===== src/rtl/fetch_pkg.sv =====
// Shared types and constants for the instruction fetch stage.
package fetch_pkg;

    localparam int unsigned XLEN = 32;

    // Canonical RISC-V NOP (addi x0, x0, 0) used for IF/ID bubbles.
    localparam logic [XLEN-1:0] NOP_INSTR = 32'h0000_0013;

    localparam logic [XLEN-1:0] DEFAULT_RESET_PC = 32'h0000_0000;
    localparam int unsigned     DEFAULT_QDEPTH   = 2;

    localparam logic [XLEN-1:0] WORD_MASK = {{(XLEN - 2){1'b1}}, 2'b00};

    typedef enum logic [0:0] {
        StBoot,
        StRun
    } fetch_state_e;

    // One fetched instruction together with the address it came from.
    typedef struct packed {
        logic [XLEN-1:0] pc;
        logic [XLEN-1:0] instr;
    } fetch_entry_t;

    // IF/ID pipeline register contents.
    typedef struct packed {
        logic            valid;
        logic [XLEN-1:0] pc;
        logic [XLEN-1:0] instr;
    } ifid_t;

    function automatic logic [XLEN-1:0] word_align(input logic [XLEN-1:0] addr);
        return addr & WORD_MASK;
    endfunction

endpackage


===== src/rtl/fetch_if.sv =====
// Instruction memory request/response bus: valid/grant request, in-order response.
interface fetch_if;
    import fetch_pkg::*;

    logic            imem_req;
    logic [XLEN-1:0] imem_addr;
    logic            imem_gnt;
    logic            imem_rvalid;
    logic [XLEN-1:0] imem_rdata;

    modport master (
        output imem_req,
        output imem_addr,
        input  imem_gnt,
        input  imem_rvalid,
        input  imem_rdata
    );

    modport slave (
        input  imem_req,
        input  imem_addr,
        output imem_gnt,
        output imem_rvalid,
        output imem_rdata
    );

endinterface


===== src/rtl/fetch_fifo.sv =====
// Synchronous FIFO with flush and occupancy count; any depth, not only powers of two.
module fetch_fifo #(
    parameter int unsigned WIDTH = 32,
    parameter int unsigned DEPTH = 2,
    parameter int unsigned CNT_W = $clog2(DEPTH + 1)
) (
    input  logic             clk,
    input  logic             reset,
    input  logic             flush,
    input  logic             push,
    input  logic [WIDTH-1:0] wdata,
    input  logic             pop,
    output logic [WIDTH-1:0] rdata,
    output logic             full,
    output logic             empty,
    output logic [CNT_W-1:0] count
);
    localparam int unsigned PTR_W = (DEPTH > 1) ? $clog2(DEPTH) : 1;

    logic [WIDTH-1:0] mem_q [DEPTH];
    logic [PTR_W-1:0] wr_ptr_q, wr_ptr_d;
    logic [PTR_W-1:0] rd_ptr_q, rd_ptr_d;
    logic [CNT_W-1:0] count_q, count_d;
    logic             do_push, do_pop;

    function automatic logic [PTR_W-1:0] ptr_inc(input logic [PTR_W-1:0] ptr);
        return (ptr == PTR_W'(DEPTH - 1)) ? '0 : ptr + PTR_W'(1);
    endfunction

    assign empty = (count_q == '0);
    assign full  = (count_q == CNT_W'(DEPTH));
    assign count = count_q;
    assign rdata = mem_q[rd_ptr_q];

    // Pop from empty is ignored; push into full only when a pop frees a slot.
    assign do_pop  = pop && !empty;
    assign do_push = push && (!full || do_pop);

    // Pointer and count update; flush discards contents and same-cycle push/pop.
    always_comb begin
        wr_ptr_d = wr_ptr_q;
        rd_ptr_d = rd_ptr_q;
        count_d  = count_q;
        if (flush) begin
            wr_ptr_d = '0;
            rd_ptr_d = '0;
            count_d  = '0;
        end else begin
            if (do_push) begin
                wr_ptr_d = ptr_inc(wr_ptr_q);
            end
            if (do_pop) begin
                rd_ptr_d = ptr_inc(rd_ptr_q);
            end
            count_d = count_q + CNT_W'(do_push) - CNT_W'(do_pop);
        end
    end

    // Control state register.
    always_ff @(posedge clk) begin
        if (reset) begin
            wr_ptr_q <= '0;
            rd_ptr_q <= '0;
            count_q  <= '0;
        end else begin
            wr_ptr_q <= wr_ptr_d;
            rd_ptr_q <= rd_ptr_d;
            count_q  <= count_d;
        end
    end

    // Storage write; contents need no reset since count gates visibility.
    always_ff @(posedge clk) begin
        if (do_push && !flush) begin
            mem_q[wr_ptr_q] <= wdata;
        end
    end

endmodule


===== src/rtl/fetch_stage.sv =====
// Instruction fetch stage: PC generation, bounded outstanding fetches, redirect
// handling with response killing, and the IF/ID pipeline register.
module fetch_stage
    import fetch_pkg::*;
#(
    parameter logic [XLEN-1:0] RESET_PC = DEFAULT_RESET_PC,
    parameter int unsigned     QDEPTH   = DEFAULT_QDEPTH
) (
    input  logic            clk,
    input  logic            reset,
    input  logic            stall,
    input  logic            flush_IF_ID,
    input  logic            branch_taken,
    input  logic [XLEN-1:0] branch_target,
    fetch_if.master         imem,
    output logic            IF_ID_valid,
    output logic [XLEN-1:0] IF_ID_pc,
    output logic [XLEN-1:0] IF_ID_instr,
    output logic [4:0]      IF_ID_rs1_addr,
    output logic [4:0]      IF_ID_rs2_addr
);
    localparam int unsigned CNT_W = $clog2(QDEPTH + 1);
    localparam int unsigned OCC_W = CNT_W + 1;

    fetch_state_e    state_q, state_d;
    logic            run;
    logic [XLEN-1:0] pc_q, pc_d;
    logic            accept;

    logic [XLEN-1:0] tag_pc;
    logic            tag_full, tag_empty;
    logic [CNT_W-1:0] tag_count;
    logic [CNT_W-1:0] kill_cnt_q, kill_cnt_d;
    logic            resp_valid, resp_killed, resp_live;

    fetch_entry_t    dq_wdata, dq_rdata;
    logic            dq_push, dq_pop;
    logic            dq_full, dq_empty;
    logic [CNT_W-1:0] dq_count;
    logic [OCC_W-1:0] occupancy;

    ifid_t           ifid_q, ifid_d;

    // FSM state register.
    always_ff @(posedge clk) begin
        if (reset) begin
            state_q <= StBoot;
        end else begin
            state_q <= state_d;
        end
    end

    // FSM next state: BOOT lasts exactly one cycle, RUN is permanent.
    always_comb begin
        state_d = state_q;
        unique case (state_q)
            StBoot:  state_d = StRun;
            StRun:   state_d = StRun;
            default: state_d = StBoot;
        endcase
    end

    // FSM outputs: fetching is only permitted in RUN.
    always_comb begin
        run = 1'b0;
        unique case (state_q)
            StBoot:  run = 1'b0;
            StRun:   run = 1'b1;
            default: run = 1'b0;
        endcase
    end

    // In-flight tags plus queued instructions never exceed QDEPTH, which is
    // what keeps the data queue from overflowing while IF/ID is stalled.
    assign occupancy = {1'b0, tag_count} + {1'b0, dq_count};

    assign imem.imem_req  = run && (occupancy < OCC_W'(QDEPTH)) && !tag_full && !dq_full;
    assign imem.imem_addr = pc_q;
    assign accept         = imem.imem_req && imem.imem_gnt;

    // PC update: redirect wins; a grant in the redirect cycle used the old PC.
    always_comb begin
        pc_d = pc_q;
        if (branch_taken) begin
            pc_d = word_align(branch_target);
        end else if (accept) begin
            pc_d = pc_q + 32'd4;
        end
    end

    // PC register.
    always_ff @(posedge clk) begin
        if (reset) begin
            pc_q <= RESET_PC;
        end else begin
            pc_q <= pc_d;
        end
    end

    // Address tags of outstanding requests, popped in order by responses.
    fetch_fifo #(
        .WIDTH (XLEN),
        .DEPTH (QDEPTH),
        .CNT_W (CNT_W)
    ) u_tag_fifo (
        .clk   (clk),
        .reset (reset),
        .flush (1'b0),
        .push  (accept),
        .wdata (pc_q),
        .pop   (imem.imem_rvalid),
        .rdata (tag_pc),
        .full  (tag_full),
        .empty (tag_empty),
        .count (tag_count)
    );

    // A response with no tag outstanding (e.g. one issued before reset) is ignored.
    assign resp_valid  = imem.imem_rvalid && !tag_empty;
    // The kill bit of each tag is kept as a count of the oldest tags that are
    // killed: a redirect marks every tag alive after this edge.
    assign resp_killed = (kill_cnt_q != '0);
    assign resp_live   = resp_valid && !resp_killed;

    // Kill count: a redirect kills all tags, including one pushed this cycle.
    always_comb begin
        kill_cnt_d = kill_cnt_q;
        if (branch_taken) begin
            kill_cnt_d = tag_count + CNT_W'(accept) - CNT_W'(resp_valid);
        end else if (resp_valid && resp_killed) begin
            kill_cnt_d = kill_cnt_q - CNT_W'(1);
        end
    end

    // Kill count register.
    always_ff @(posedge clk) begin
        if (reset) begin
            kill_cnt_q <= '0;
        end else begin
            kill_cnt_q <= kill_cnt_d;
        end
    end

    assign dq_wdata = '{pc: tag_pc, instr: imem.imem_rdata};

    // Instructions that arrived while IF/ID could not take them.
    fetch_fifo #(
        .WIDTH ($bits(fetch_entry_t)),
        .DEPTH (QDEPTH),
        .CNT_W (CNT_W)
    ) u_data_queue (
        .clk   (clk),
        .reset (reset),
        .flush (branch_taken),
        .push  (dq_push),
        .wdata (dq_wdata),
        .pop   (dq_pop),
        .rdata (dq_rdata),
        .full  (dq_full),
        .empty (dq_empty),
        .count (dq_count)
    );

    // IF/ID next state and queue steering; priority redirect > flush > stall.
    always_comb begin
        ifid_d  = ifid_q;
        dq_push = 1'b0;
        dq_pop  = 1'b0;
        if (branch_taken) begin
            ifid_d = '{valid: 1'b0, pc: ifid_q.pc, instr: NOP_INSTR};
        end else if (flush_IF_ID) begin
            ifid_d  = '{valid: 1'b0, pc: ifid_q.pc, instr: NOP_INSTR};
            dq_push = resp_live;
        end else if (stall) begin
            dq_push = resp_live;
        end else if (!dq_empty) begin
            ifid_d  = '{valid: 1'b1, pc: dq_rdata.pc, instr: dq_rdata.instr};
            dq_pop  = 1'b1;
            dq_push = resp_live;
        end else if (resp_live) begin
            ifid_d = '{valid: 1'b1, pc: tag_pc, instr: imem.imem_rdata};
        end else begin
            ifid_d = '{valid: 1'b0, pc: ifid_q.pc, instr: NOP_INSTR};
        end
    end

    // IF/ID pipeline register.
    always_ff @(posedge clk) begin
        if (reset) begin
            ifid_q <= '{valid: 1'b0, pc: RESET_PC, instr: NOP_INSTR};
        end else begin
            ifid_q <= ifid_d;
        end
    end

    assign IF_ID_valid    = ifid_q.valid;
    assign IF_ID_pc       = ifid_q.pc;
    assign IF_ID_instr    = ifid_q.instr;
    assign IF_ID_rs1_addr = ifid_q.instr[19:15];
    assign IF_ID_rs2_addr = ifid_q.instr[24:20];

endmodule


===== src/flat_wrapper.sv =====
// flat-port wrapper written by rule: the top's interface ports become plain ports
module fetch_stage_flat import fetch_pkg::*;
#(
    parameter logic [XLEN-1:0] RESET_PC = DEFAULT_RESET_PC,
    parameter int unsigned     QDEPTH   = DEFAULT_QDEPTH
)
  (clk, reset, stall, flush_IF_ID, branch_taken, branch_target, IF_ID_valid, IF_ID_pc, IF_ID_instr, IF_ID_rs1_addr, IF_ID_rs2_addr, imem_imem_req, imem_imem_addr, imem_imem_gnt, imem_imem_rvalid, imem_imem_rdata);
  fetch_if imem_i ();
  input  logic clk;
  input  logic reset;
  input  logic stall;
  input  logic flush_IF_ID;
  input  logic branch_taken;
  input  logic [XLEN-1:0] branch_target;
  output logic IF_ID_valid;
  output logic [XLEN-1:0] IF_ID_pc;
  output logic [XLEN-1:0] IF_ID_instr;
  output logic [4:0] IF_ID_rs1_addr;
  output logic [4:0] IF_ID_rs2_addr;
  output wire logic [$bits(imem_i.imem_req)-1:0] imem_imem_req;
  output wire logic [$bits(imem_i.imem_addr)-1:0] imem_imem_addr;
  input wire logic [$bits(imem_i.imem_gnt)-1:0] imem_imem_gnt;
  input wire logic [$bits(imem_i.imem_rvalid)-1:0] imem_imem_rvalid;
  input wire logic [$bits(imem_i.imem_rdata)-1:0] imem_imem_rdata;
  assign imem_imem_req = imem_i.imem_req;
  assign imem_imem_addr = imem_i.imem_addr;
  assign imem_i.imem_gnt = imem_imem_gnt;
  assign imem_i.imem_rvalid = imem_imem_rvalid;
  assign imem_i.imem_rdata = imem_imem_rdata;
  fetch_stage #(.RESET_PC(RESET_PC), .QDEPTH(QDEPTH)) u_core (.clk(clk), .reset(reset), .stall(stall), .flush_IF_ID(flush_IF_ID), .branch_taken(branch_taken), .branch_target(branch_target), .imem(imem_i), .IF_ID_valid(IF_ID_valid), .IF_ID_pc(IF_ID_pc), .IF_ID_instr(IF_ID_instr), .IF_ID_rs1_addr(IF_ID_rs1_addr), .IF_ID_rs2_addr(IF_ID_rs2_addr));
endmodule

===== config.mk =====
export PLATFORM = sky130hd
export DESIGN_NAME = fetch_stage_flat
export DESIGN_NICKNAME = d
export VERILOG_FILES = /design/src/rtl/fetch_pkg.sv /design/src/rtl/fetch_if.sv /design/src/rtl/fetch_fifo.sv /design/src/rtl/fetch_stage.sv /design/src/flat_wrapper.sv
export SDC_FILE = /design/constraint.sdc
export NUM_CORES = 1
export LEC_CHECK = 0
export CELL_PAD_IN_SITES_DETAIL_PLACEMENT = 1
export CELL_PAD_IN_SITES_GLOBAL_PLACEMENT = 2
export CORE_ASPECT_RATIO = 0.7
export CORE_UTILIZATION = 40
export CTS_CLUSTER_DIAMETER = 40
export DETAILED_ROUTE_END_ITERATION = 7
export PLACE_DENSITY_LB_ADDON = 0.1
export SYNTH_ARGS = -nofsm -noshare
export SYNTH_HDL_FRONTEND = slang
export SYNTH_SLANG_ARGS = --single-unit
export TNS_END_PERCENT = 20

===== constraint.sdc =====
create_clock -name clk -period 8.2 [get_ports clk]
set_clock_uncertainty 0.1 [all_clocks]
set_input_delay 1.64 -clock clk [delete_from_list [all_inputs] [get_ports clk]]
set_output_delay 1.64 -clock clk [all_outputs]
set_load 0.02 [all_outputs]

==> impl_metrics.env <==
export IMPL_synth_simple_area_share_pct=11.2
export IMPL_grt_antenna_before_repair=0
export IMPL_antennaDiodeCount=0
export IMPL_setup_ws_ps=3820
export IMPL_drc=10
export IMPL_grt_max_degree=69
export IMPL_grt_pass1_wl_um=46600
export IMPL_cts_tree="done"
export IMPL_area_delta_synth_final_pct=26.3
export IMPL_ys_seq_area_share_pct=65.0
export IMPL_synth_adder_area_share_pct=1.02
export IMPL_vias_per_cell=5.26
export IMPL_critical_path_max_fanout=62
export IMPL_finalSetupTns_ps=0
export IMPL_htreeDepth=2
export IMPL_cts_hold_buffers=0
export IMPL_drtIter0Drc=408
export IMPL_end_kind="flop"
export IMPL_postCtsSetupBuffers=0
export IMPL_p_leak_nw=4.82
export IMPL_io_buffers=172
export IMPL_synth_compound_area_share_pct=7.86
export IMPL_violations="design-rule violations"
export IMPL_dp_hpwl_um=18100
export IMPL_synthXorXnorAreaFrac_pct=2.68
export IMPL_ys_seq_elements=290
export IMPL_status="finished, violations left"
export IMPL_fin_crit_sh_pct=53.4
export IMPL_power_density_mw_per_mm2=254
export IMPL_setup_violations=0
export IMPL_rsz0062_at_grt="no"
export IMPL_via_count=7680
export IMPL_num_io_pins=179
export IMPL_max_clock_path_buffers=3
export IMPL_clock_tree_root_cell="clkbuf_16"
export IMPL_final_common_cell="edfxtp_1"
export IMPL_finalHoldViolCount=0
export IMPL_dpl_cell_count=1397
export IMPL_num_rows=52
export IMPL_maxCapViolations=0
export IMPL_start_kind="input pin"
export IMPL_drive_gt1_share_pct=17.1
export IMPL_die_h_um=146
export IMPL_whs_ps=396
export IMPL_die_area_mm2=0.0301
export IMPL_synth_warnings=0
export IMPL_syn_area_per_cell_um2=13.0
export IMPL_fp_dieW_um=207
export IMPL_grt_overflow_total=0
export IMPL_syn_area_mm2=0.0118
export IMPL_worst_slew_pin_transition_ps=935
export IMPL_critPathKind="in -> reg"
export IMPL_finalMaxSlewViolations=0
export IMPL_fmax_mhz=228
export IMPL_routed_wl_um=29400
export IMPL_instances_no_fill=1461
export IMPL_synth_cell_types=48
export IMPL_final_area_mm2=0.0149
export IMPL_muxShareOfSynthArea_pct=8.90
export IMPL_placed_area_mm2=0.0137
export IMPL_clkLatencyLatePin_ps=520
export IMPL_final_net_count=1137
export IMPL_relSlewSlack_pct=37.6
export IMPL_vdd_ir_drop_max_mv=0.117
export IMPL_cts_inserted_buffers=36
export IMPL_grt_pass1_vias=8006
export IMPL_drtPass1Iterations=6
export IMPL_antenna_left=0
export IMPL_coreArea_mm2=0.0289
export IMPL_required_ps=8230
export IMPL_critPathArrivalTime_ps=4410
export IMPL_grt_total_usage_pct=19.8
export IMPL_start_util_pct=40.7
export IMPL_cts_resized=0
export IMPL_finish_utilization_pct=51.5
export IMPL_clk_pin_slew_ps=60
export IMPL_min_path_type="reg -> reg"
export IMPL_fin_crit_ps=4380
export IMPL_p_total_mw=3.77
export IMPL_place_ws_ps=3270
export IMPL_wl_per_cell_um=20.1
export IMPL_gp_congestion=0.729
export IMPL_final_cell_mix="edfxtp_1 (184), clkdlybuf4s50_1 (170), dfxtp_1 (105), mux2_2 (93), nand2_1 (85)"
export IMPL_synth_top_family_by_area="simple AND/OR/NAND/NOR gates"
export IMPL_netlist_instances=904
export IMPL_clock_sinks=290
==> state kept, by name, summed over array words and instances (netlist names), named ones only <==
signal and cells:
u_core.u_tag_fifo.count 2, u_core.u_tag_fifo.rd_ptr_q 1, u_core.u_data_queue.mem_q 124, u_core.u_data_queue.rd_ptr_q 1
u_core.u_tag_fifo.mem_q 60, u_core.kill_cnt_q 2, u_core.u_data_queue.count 2, u_core.u_data_queue.wr_ptr_q 1
u_core.IF_ID_instr 32, u_core.IF_ID_pc 30, u_core.u_tag_fifo.wr_ptr_q 1, u_core.state_q 1
u_core.imem.imem_addr 30, u_core.IF_ID_valid 1
==> cell type report <==
cell class / count / area, um^2
Clock inverter: 22 / 155
Sequential cell: 290 / 7650
Tap cell: 378 / 473
Inverter: 15 / 56.3
Timing Repair Buffer: 184 / 1800
Fill cell: 2950 / 14000
Multi-Input combinational cell: 530 / 3770
Clock buffer: 42 / 965
==> critical path, stage by stage <==
cell             delay, ps
clkdlybuf4s50_1        640
inv_1                  120
buf_4                  490
o2111ai_1              520
nor2_4                 190
buf_4                  740
==> cell families (layout without fill, tap and decap cells) <==
kind of cell               Yosys count  count (layout)
DFF                                290             290
and+or+nand+nor                    266             266
AOI/OAI and AO/OA                  122             122
muxes                               93              93
buffers and inverters               87             263
xor gates and xnor gates            36              36
adders and majority gates            9               9
other                                1               4
==> Yosys cell counts (all sizes together) <==
library cell	number	area, um^2
edfxtp	184	5530
dfxtp	106	2120
mux2	93	1050
nand2	85	319
nor2	59	221
clkbuf	49	184
nor3	40	205
xnor2	34	298
a311oi	31	272
nor2b	31	194
a221oi	29	254
buf	23	154
a21oi	20	100
o21ai	17	85.1
inv	15	56.3
nand3	12	60.1
nor4	12	103
a211oi	10	80.1
ha	8	100
nand4	7	50.1
and3	4	25.0
and4	4	36.3
o211ai	4	30.0
o22ai	4	25.0
or3	4	25.0
o21a	3	22.5
nand2b	2	12.5
o211a	2	20.0
xor2	2	17.5
a2111oi	1	27.5
and2	1	6.26
and4bb	1	12.5
conb	1	3.75
fa	1	20.0
nand4b	1	15.0
nor4b	1	15.0
o2111ai	1	8.76
or2	1	6.26
or4	1	11.3
==> report_power, final <==
group          switching [mW]  internal [mW]
clock network           0.625          0.856
registers              0.0557           1.68
logic                   0.324          0.229
==> per-layer routing <==
metal	global-route usage, %	vias to the layer above	part of all wire (%)
li1	-	3658	-
met1	29.9	3839	51
met2	29.3	151	43
met3	3.43	32	4.2
met4	4.96	0	1.4
met5	0	-	0
==> path summary, 6_finish.rpt <==
check | end | depth (start not counted) | slack (ps) | start
worst max-delay path | u_core.u_data_queue.mem_q[1][24] | 6 | 3820 | branch_taken
worst min-delay path | u_core.IF_ID_pc[24] | 2 | 400 | u_core.IF_ID_pc[24]
worst max register to register | u_core.imem.imem_addr[22] | 7 | 5030 | u_core.u_data_queue.count[0]
worst min register to register | u_core.IF_ID_pc[24] | 2 | 400 | u_core.IF_ID_pc[24]
Power figures use the tool's default switching activity.
